File: src/rtl/immencoder_pkg.sv
// Shared definitions for the immediate encoder: type-select bit indices,
// immediate field positions in the instruction word, and the default value width.
package immencoder_pkg;

  localparam int XLEN_DEF = 64;

  localparam int TYPE_W  = 5;
  localparam int TYPE_I  = 0;
  localparam int TYPE_S  = 1;
  localparam int TYPE_SB = 2;
  localparam int TYPE_U  = 3;
  localparam int TYPE_UJ = 4;

  localparam int I_IMM_LSB = 20;
  localparam int S_HI_LSB  = 25;
  localparam int S_LO_LSB  = 7;
  localparam int SB_LO_LSB = 8;
  localparam int U_IMM_LSB = 12;
  localparam int UJ_HI_LSB = 21;

  typedef logic [TYPE_W-1:0] type_sel_t;

  // True when more than one select bit is set (clearing the lowest set bit leaves something).
  function automatic logic multi_hot(input type_sel_t sel);
    return (sel & (sel - TYPE_W'(1))) != '0;
  endfunction

endpackage

File: src/rtl/immencoder_imm_scatter.sv
// Combinational scatter of a sign-extended value into the immediate fields of an
// instruction template, with representability and type-select checks.
module imm_scatter
  import immencoder_pkg::*;
#(
  parameter int XLEN = XLEN_DEF
) (
  input  logic [31:0]     tmpl,
  input  type_sel_t       types,
  input  logic [XLEN-1:0] value,
  output logic [31:0]     instr,
  output logic            range_err,
  output logic            type_err
);

  logic same_11;
  logic same_12;
  logic same_20;
  logic same_31;

  // Upper bits all equal means the value fits the field as a signed quantity.
  assign same_11 = (&value[XLEN-1:11]) | ~(|value[XLEN-1:11]);
  assign same_12 = (&value[XLEN-1:12]) | ~(|value[XLEN-1:12]);
  assign same_20 = (&value[XLEN-1:20]) | ~(|value[XLEN-1:20]);
  assign same_31 = (&value[XLEN-1:31]) | ~(|value[XLEN-1:31]);

  assign type_err = multi_hot(types);

  always_comb begin
    instr     = tmpl;
    range_err = 1'b0;
    if (!type_err) begin
      if (types[TYPE_I]) begin
        instr[I_IMM_LSB +: 12] = value[11:0];
        range_err              = ~same_11;
      end else if (types[TYPE_S]) begin
        instr[S_HI_LSB +: 7] = value[11:5];
        instr[S_LO_LSB +: 5] = value[4:0];
        range_err            = ~same_11;
      end else if (types[TYPE_SB]) begin
        instr[31]             = value[12];
        instr[7]              = value[11];
        instr[S_HI_LSB +: 6]  = value[10:5];
        instr[SB_LO_LSB +: 4] = value[4:1];
        range_err             = ~same_12 | value[0];
      end else if (types[TYPE_U]) begin
        instr[U_IMM_LSB +: 20] = value[31:12];
        range_err              = ~same_31 | (|value[11:0]);
      end else if (types[TYPE_UJ]) begin
        instr[31]              = value[20];
        instr[U_IMM_LSB +: 8]  = value[19:12];
        instr[20]              = value[11];
        instr[UJ_HI_LSB +: 10] = value[10:1];
        range_err              = ~same_20 | value[0];
      end
    end
  end

endmodule

File: src/rtl/immencoder.sv
// Two-stage valid/ready immediate encoder: S1 holds the request, S2 holds the
// scattered instruction and error flags. Full backpressure, no skid buffer.
module immencoder
  import immencoder_pkg::*;
#(
  parameter int XLEN = XLEN_DEF
) (
  input  logic            clk_i,
  input  logic            reset_i,
  input  logic            valid_i,
  output logic            ready_o,
  input  logic [31:0]     template_i,
  input  logic            typeI_i,
  input  logic            typeS_i,
  input  logic            typeSB_i,
  input  logic            typeU_i,
  input  logic            typeUJ_i,
  input  logic [XLEN-1:0] value_i,
  output logic            valid_o,
  input  logic            ready_i,
  output logic [31:0]     instruction_o,
  output logic            range_err_o,
  output logic            type_err_o
);

  logic            s1_valid;
  logic            s1_load;
  logic            s2_load;
  logic [31:0]     s1_tmpl;
  type_sel_t       s1_types;
  logic [XLEN-1:0] s1_value;
  type_sel_t       in_types;

  logic [31:0]     scat_instr;
  logic            scat_range_err;
  logic            scat_type_err;

  always_comb begin
    in_types          = '0;
    in_types[TYPE_I]  = typeI_i;
    in_types[TYPE_S]  = typeS_i;
    in_types[TYPE_SB] = typeSB_i;
    in_types[TYPE_U]  = typeU_i;
    in_types[TYPE_UJ] = typeUJ_i;
  end

  assign s2_load = ~valid_o | ready_i;
  assign s1_load = ~s1_valid | s2_load;
  assign ready_o = s1_load;

  // Output registers are reset so they read zero until the first result lands.
  always_ff @(posedge clk_i or posedge reset_i) begin
    if (reset_i) begin
      s1_valid      <= 1'b0;
      valid_o       <= 1'b0;
      instruction_o <= '0;
      range_err_o   <= 1'b0;
      type_err_o    <= 1'b0;
    end else begin
      if (s1_load) s1_valid <= valid_i;
      if (s2_load) begin
        valid_o <= s1_valid;
        if (s1_valid) begin
          instruction_o <= scat_instr;
          range_err_o   <= scat_range_err;
          type_err_o    <= scat_type_err;
        end
      end
    end
  end

  always_ff @(posedge clk_i) begin
    if (s1_load && valid_i) begin
      s1_tmpl  <= template_i;
      s1_types <= in_types;
      s1_value <= value_i;
    end
  end

  imm_scatter #(.XLEN(XLEN)) u_scatter (
    .tmpl      (s1_tmpl),
    .types     (s1_types),
    .value     (s1_value),
    .instr     (scat_instr),
    .range_err (scat_range_err),
    .type_err  (scat_type_err)
  );

endmodule

File: config.mk
export PLATFORM = sky130hd
export DESIGN_NAME = immencoder
export DESIGN_NICKNAME = d
export VERILOG_FILES = /design/src/rtl/immencoder_pkg.sv /design/src/rtl/immencoder_imm_scatter.sv /design/src/rtl/immencoder.sv
export SDC_FILE = /design/constraint.sdc
export NUM_CORES = 1
export LEC_CHECK = 0
export CAP_MARGIN = 20
export CORE_MARGIN = 2
export CORE_UTILIZATION = 49
export DETAILED_ROUTE_END_ITERATION = 10
export PLACE_DENSITY = 0.88
export SLEW_MARGIN = 30
export SYNTH_ARGS = -nofsm -noshare
export SYNTH_HDL_FRONTEND = slang
export SYNTH_SLANG_ARGS = --single-unit
export TNS_END_PERCENT = 1
File: constraint.sdc
create_clock -name clk_i -period 4.3 [get_ports clk_i]
set_clock_uncertainty 0.1 [all_clocks]
set_input_delay 0.43 -clock clk_i [delete_from_list [all_inputs] [get_ports clk_i]]
set_output_delay 0.43 -clock clk_i [all_outputs]
set_load 0.01 [all_outputs]
==> run summary <==
The flow ran to the end, and the final reports show no timing, DRC or antenna violations. The worst setup path is of the flip-flop to flip-flop kind. The die width came out at 109 um. The final max-slew violation count is 0. The global-route wire length before repair is 19.1 mm.

Global routing consumed, on the met3 layer, 6.40% of the routing resources. The congestion estimate from routability-driven global placement came to 0.800. Among all cell types in the netlist, the one instantiated most often is sky130_fd_sc_hd__edfxtp_1. The area of the mapped netlist came out at 5420 um^2. During placement, the flow inserted port buffers numbering 140. The buffer count from post-CTS setup fixing is 0. Row generation in the floorplan step produced 38 rows. TritonCTS built the clock tree. Setup repair after global routing left no endpoint under its margin. The peak fanout along the critical path is 16. The post-synthesis net count came out at 489. The share of the cycle needed by the critical path after routing is 53.6%. The detailed router finished its first iteration with 354 violations. The die is 109 um tall. The worst min-delay path class is input port to asynchronous set/reset pin.

The met2 usage in global routing came out at 36.8%. In this run, post-CTS repair resized a total of 0 instances. The TritonCTS buffer count is 17.

The count of max-cap constraint violations came out at 0. In the synthesized netlist the async set-or-reset flop fraction comes to 26.3%. The count of final hold-check violations came out at 0. The initial antenna violation count came out at 0. The critical path data required time is 4.56 ns. The initial core utilization came out at 50.0%. 0 antenna diodes ended up in the layout. The peak clock frequency supported by timing came out at 434 MHz.

After detailed routing, the average wire length per cell comes to 18.1 um. The average size of a mapped cell is 14.1 um^2. The final-layout setup total negative slack is 0 ns. The detail-routed via count per cell is 5.57.

The number of placed instances with taps included came out at 651. STA classifies the critical path endpoint as a flip-flop. The total core area is 10800 um^2. On the worst path, the slowest cell contributes a delay of 0.64 ns. The post-route total power is 3.47 mW. The number of flops mapped to enable cells by yosys is 101. The worst pin sits at a relative slew slack of 41.9%. The total I/O pin count is 141. By area the synthesized netlist is led by sky130_fd_sc_hd__edfxtp_1 (56%), sky130_fd_sc_hd__dfrtp_1 (17%), sky130_fd_sc_hd__nand2_1 (3.5%). The netlist uses 49 different library cells. The share of synthesized area in the top cell type comes to 55.9%. The pin count of the biggest net entering global routing came out at 52.

Traced cell by cell, the critical path runs through maj3_1 > o21a_1 > nor3_2 > mux2i_1 > o21ai_1. For this run, the register share of the synthesized area comes to 72.5%. The synthesized flop and latch total came out at 137. After filler insertion, the fill cell instance count of the layout stands at 766. The area growth from synthesis to layout is 38.4%. The post-DP HPWL is 8.78 mm. The count of cells in the finished layout, fillers not included, comes to 683. The leftover overflow at the end of global routing is 0. STA puts the critical path data arrival time at 2.56 ns. The global routing stage identified its most utilized layer as met2. The number of buffers on the longest clock path is 2.

The number of instances in the synthesized netlist is 384. The area of the multi-input gates came out at 1370 um^2. After synthesis, the most frequently instantiated cells are sky130_fd_sc_hd__edfxtp_1 (101), sky130_fd_sc_hd__nand2_1 (51), sky130_fd_sc_hd__dfrtp_1 (36). For this block, the routed nets add up to 12.4 mm of wire. Summed over all instances, the cell type with the most area after synthesis is sky130_fd_sc_hd__edfxtp_1. On the final layout, the worst hold slack is 0.192 ns.

Setup violations remaining at the end of the flow were counted as 0. The H-tree was split into 4 levels. The tree is rooted in a sky130_fd_sc_hd__clkbuf_8. The worst-case IR drop observed on VDD is 252 uV. The total die area came out at 11900 um^2. Power spread over the standard cell area amounts to 462 nW/um^2.

The number of global-route vias before repair is 3729. The total of hold buffers inserted after clock tree synthesis came out at 0. In the routed design, unresolved DRC markers number 0. The number of nets in the finished design came out at 635. The transition time at the pin with the least slew margin came out at 0.868 ns. The number of vias in the routed layout is 3807.

The residual antenna-violating net count after detailed routing came out at 0. Across the whole layout, storage elements account for 3930 um^2. In this run the static leakage power is 2.75 nW. STA classifies the critical path startpoint as a flip-flop. Counting I/O delays and the setup requirement, the final critical path takes 2.30 ns. The slowest library cell on the worst path is sky130_fd_sc_hd__edfxtp_1.

The clock latency of the later-clocked register in the worst-skew pair is 0.51 ns. The clock-pin slew of the registers on the worst-case setup and hold paths is 0.06 ns. Among all flip-flop cells after synthesis, the most frequent one is sky130_fd_sc_hd__edfxtp_1. The overall global routing resource usage is 21.9%.

The count of clock tree sinks came out at 137. Cells with a size suffix above 1 make up 8.66% of the layout. The count of synthesis-stage warnings from yosys came out at 0. The global routing usage on met1 is 27.1%. The length of the first detailed-routing pass in iterations came out at 5.
routing by layer:
| metal | up-vias | share of wire, % |
|---|---|---|
| met5 | - | 0 |
| met2 | 178 | 50 |
| met1 | 1834 | 41 |
| met3 | 25 | 7.1 |
| li1 | 1770 | - |
| met4 | 0 | 1.7 |
path summary, 6_finish.rpt:
path	from	endpoint	slack [ns]	depth (start not counted)
max	s1_types[4]	instruction_o[9]	2.00	5
min	reset_i	instruction_o[16]	0.19	2
max reg2reg	s1_types[4]	instruction_o[9]	2.00	5
min reg2reg	s1_tmpl[3]	instruction_o[3]	0.34	2
max in group asynchronous	reset_i	instruction_o[30]	3.32	3
min in group clk_i	s1_tmpl[3]	instruction_o[3]	0.34	2
report_power, final:
part	switching [mW]	internal (mW)	leakage [nW]	total, mW
sequential	0.0805	1.56	1.40	1.64
clock	0.517	0.871	0.278	1.39
combinational	0.194	0.246	1.07	0.440
total	0.792	2.68	2.75	3.47
critical path: cells and delay by family, from the launching register on:
| kind | cells | cell delay (ns) |
|---|---|---|
| AO/OA/AOI/OAI | 2 | 0.30 |
| multiplexers | 1 | 0.28 |
| AND/OR/NAND/NOR | 1 | 0.39 |
| flip-flops | 1 | 0.64 |
| adder cells (fa/ha/maj) | 1 | 0.44 |
final cells by class:
cell class | instances | area share [%]
Sequential cell | 137 | 52.4
Clock buffer | 17 | 5.52
Clock inverter | 15 | 2.10
Timing Repair Buffer | 143 | 19.1
Inverter | 4 | 0.200
Tap cell | 140 | 2.33
Multi-Input combinational cell | 227 | 18.3
cell families (layout without fill, tap and decap cells):
group	Yosys count	in the layout	share of synthesized area, %
compound gates	78	78	9.11
xor+xnor	1	1	0.162
fa+ha+maj	2	2	0.369
buf+inv	20	179	2.24
flops	137	137	72.5
mux	16	16	2.95
simple gates	130	130	12.6
metrics by stage:
step | setup slack (ns) | cell area [um^2] | util (%)
2_1_floorplan | 0.744 | 5420 | -
3_3_place_gp | 1.60 | 6910 | 63.8
3_5_place_dp | 1.67 | 6930 | 64.0
4_1_cts | 2.00 | 7510 | 69.2
5_1_grt | 1.83 | 7510 | 69.2
6_report | 2.00 | 7510 | 69.2
sequential cells by signal, summed over array words and instances (netlist names):
register       flops
s1_tmpl           32
s1_types           5
type_err_o         1
instruction_o     32
s1_valid           1
valid_o            1
s1_value          64
range_err_o        1
cell usage in the layout (no fill, tap or decap), types with 7 or more instances in the layout:
cell                              netlist  final
sky130_fd_sc_hd__o21ai_0               13     13
sky130_fd_sc_hd__nand4_1               14     14
sky130_fd_sc_hd__nand2_1               51     50
sky130_fd_sc_hd__a21oi_1                8      8
sky130_fd_sc_hd__o21ai_1               22     22
sky130_fd_sc_hd__clkbuf_16              0     16
sky130_fd_sc_hd__dfrtp_1               36     36
sky130_fd_sc_hd__edfxtp_1             101    101
sky130_fd_sc_hd__nor3_1                 7      7
sky130_fd_sc_hd__clkdlybuf4s50_1        0    140
sky130_fd_sc_hd__o22ai_1               10     10
sky130_fd_sc_hd__mux2i_1               16     16
sky130_fd_sc_hd__nor2_1                12     12
sky130_fd_sc_hd__nor4_1                 9      9
No activity file was read; power rests on OpenSTA's default activity.
==> RTL edit, RTL diff (same flow settings) <==
Reset style: synchronous (`reset_i`), changed in one clocked block.
--- a/src/rtl/immencoder.sv
+++ b/src/rtl/immencoder.sv
@@ -50,5 +50,5 @@
 
   // Output registers are reset so they read zero until the first result lands.
-  always_ff @(posedge clk_i or posedge reset_i) begin
+  always_ff @(posedge clk_i) begin
     if (reset_i) begin
       s1_valid      <= 1'b0;
Formal check against the unedited RTL: differs if reset_i is asserted again (counterexample within 4 cycles, from zero or initial values and one cycle with reset_i high); with reset_i held inactive, the same outputs for 4 cycles.
==> RTL edit against the unedited design <==
- cell area decreased by 0.13%
- sequential cell count unchanged
- non-clock buffer count increased by 2
- setup slack got worse by 200 ps
- critical path type unchanged
- combinational power decreased by 36%
- routed wire length decreased by 1.0%
- via count increased by 3.3%
- count of clock-buffer cells in the layout increased by 6
- power decreased by 4.3%
- largest power group unchanged
- synthesized area decreased by 1.2%
==> RTL edit: results (changes against the unedited design) <==
{| class="wikitable"
! Metric !! Value
|-
| Post-Layout Cell Count || 695 (+1.8%)
|-
| Post-Synthesis Net Count || 507 (+3.7%)
|-
| Hold WC Path Type || flop to flop
|-
| Worst IR drop on VDD || 0.000260 V (+3.0%)
|-
| Wire length per cell after detailed routing || 17.6 um (-2.7%)
|-
| Number of placed instances with taps included || 663 (+1.8%)
|-
| Internal reg-to-reg setup slack || 1800 ps (-200 ps)
|-
| Share of synthesized area occupied by flip-flops and latches || 70.0% (-2.5 points)
|-
| Wire length of the first global-routing pass || 19.3 mm (+1.4%)
|-
| Dominant delay contributor by cell family on the critical path || simple AND/OR/NAND/NOR gates
|-
| Per-instance average area after synthesis || 13.3 um2 (-5.6%)
|-
| Final net count || 647 (+1.9%)
|-
| Leading post-synthesis cells by cell area || edfxtp_1, dfxtp_1, a21oi_1
|-
| Global routing usage summed across all routing layers || 22.0% (+0.065 points)
|-
| Highest net fanout along the worst path || 21 (+5)
|-
| Most frequent cells after synthesis || edfxtp_1, dfxtp_1, nand2_1
|-
| Cell leakage power || 0.00251 uW (-8.8%)
|-
| Worst slew slack as a fraction of its limit || 47.0% (+5.0 points)
|-
| Proportion of layout cells with a drive suffix above 1 || 9.37% (+0.71 points)
|-
| Post-synth ARST share || 0% (-26 points)
|-
| Delay of the slowest critical-path stage || 670 ps (+30 ps)
|-
| Outcome || finished, final reports clean
|-
| Vias || 3932 (+3.3%)
|-
| Fill cell count || 730 (-4.7%)
|-
| R2r worst-path depth || 5 (unchanged)
|-
| Detail Placement HPWL || 8.66 mm (-1.4%)
|-
| FF-to-FF End || instruction_o[18]$_SDFFE_PP0P_
|-
| Number of violations reported at the end of detailed-routing iteration 0 || 521 (+47%)
|-
| Primary FF master, synth || edfxtp_1
|-
| Arrival time reported for the critical path endpoint || 2780 ps (+220 ps)
|-
| Cell area after placement || 6870 um2 (-0.96%)
|}
[RTL edit: changes by cell type after synthesis, sizes merged, moves of 9 or more]
cell | unedited run | this run
a211oi | 0 | 15
dfrtp | 36 | 0
a21oi | 8 | 29
nand2 | 51 | 35
o22ai | 10 | 1
dfxtp | 0 | 36
o21ai | 35 | 3
nor2 | 13 | 35
[RTL edit: area by class of cell]
class / count / share of cell area (%)
clock buffers: 23 / 6.93
repair buffers: 145 / 19.2
inverters: 1 / 0.0501
flip-flops and latches: 137 / 50.1
well taps: 140 / 2.34
multi-input cells: 240 / 20.0
clock inverters: 9 / 1.40
[RTL edit: worst max-delay path by stage]
stage                          start                             end  slack, ps  cells past startpoint
3_5_place_dp                 ready_i          s1_value[34]$_DFFE_PP_       1540                      5
4_1_cts        s1_types[4]$_DFFE_PP_  instruction_o[21]$_SDFFE_PP0P_       1580                      4
3_3_place_gp                 ready_i          s1_value[32]$_DFFE_PP_       1640                      5
6_report       s1_types[4]$_DFFE_PP_  instruction_o[18]$_SDFFE_PP0P_       1800                      5
2_1_floorplan                ready_i            s1_tmpl[0]$_DFFE_PP_        740                      3
5_1_grt        s1_types[4]$_DFFE_PP_  instruction_o[19]$_SDFFE_PP0P_       1660                      5
[RTL edit: routing by layer]
layer  global-route usage [%]  vias up  part of all wire (%)
met4                     9.07        0                   2.1
met2                     36.1      203                    49
li1                         -     1855                     -
met3                     6.27       29                   8.2
met5                        0        -                     0
met1                     27.3     1845                    41
[RTL edit: metrics by stage]
stage	hold WS [ps]	utilization [%]
CTS	336	69.7
floorplan	371	-
finish	353	69.8
global route	334	69.8
global placement	342	63.9
detailed placement	350	63.9
[RTL edit: worst register-to-register path: cells and delay by family (launching register included)]
family	cells	cell delay [ps]
flip-flops	1	670
AO/OA/AOI/OAI	2	300
AND/OR/NAND/NOR	2	970
multiplexers	1	340
[RTL edit: cell families (layout without fill, tap and decap cells)]
kind of cell	Yosys count	after routing	synth area share [%]
compound gates	85	85	11.4
simple gates	140	140	13.5
flops	137	137	70.0
fa+ha+maj	1	1	0.210
buf+inv	25	178	2.24
mux	14	14	2.61
[RTL edit: report_power, final]
part / switching [uW] / internal [uW] / total, uW
Combinational: 121 / 163 / 283
Clock: 517 / 956 / 1470
Sequential: 55.7 / 1510 / 1560
Total: 693 / 2630 / 3320
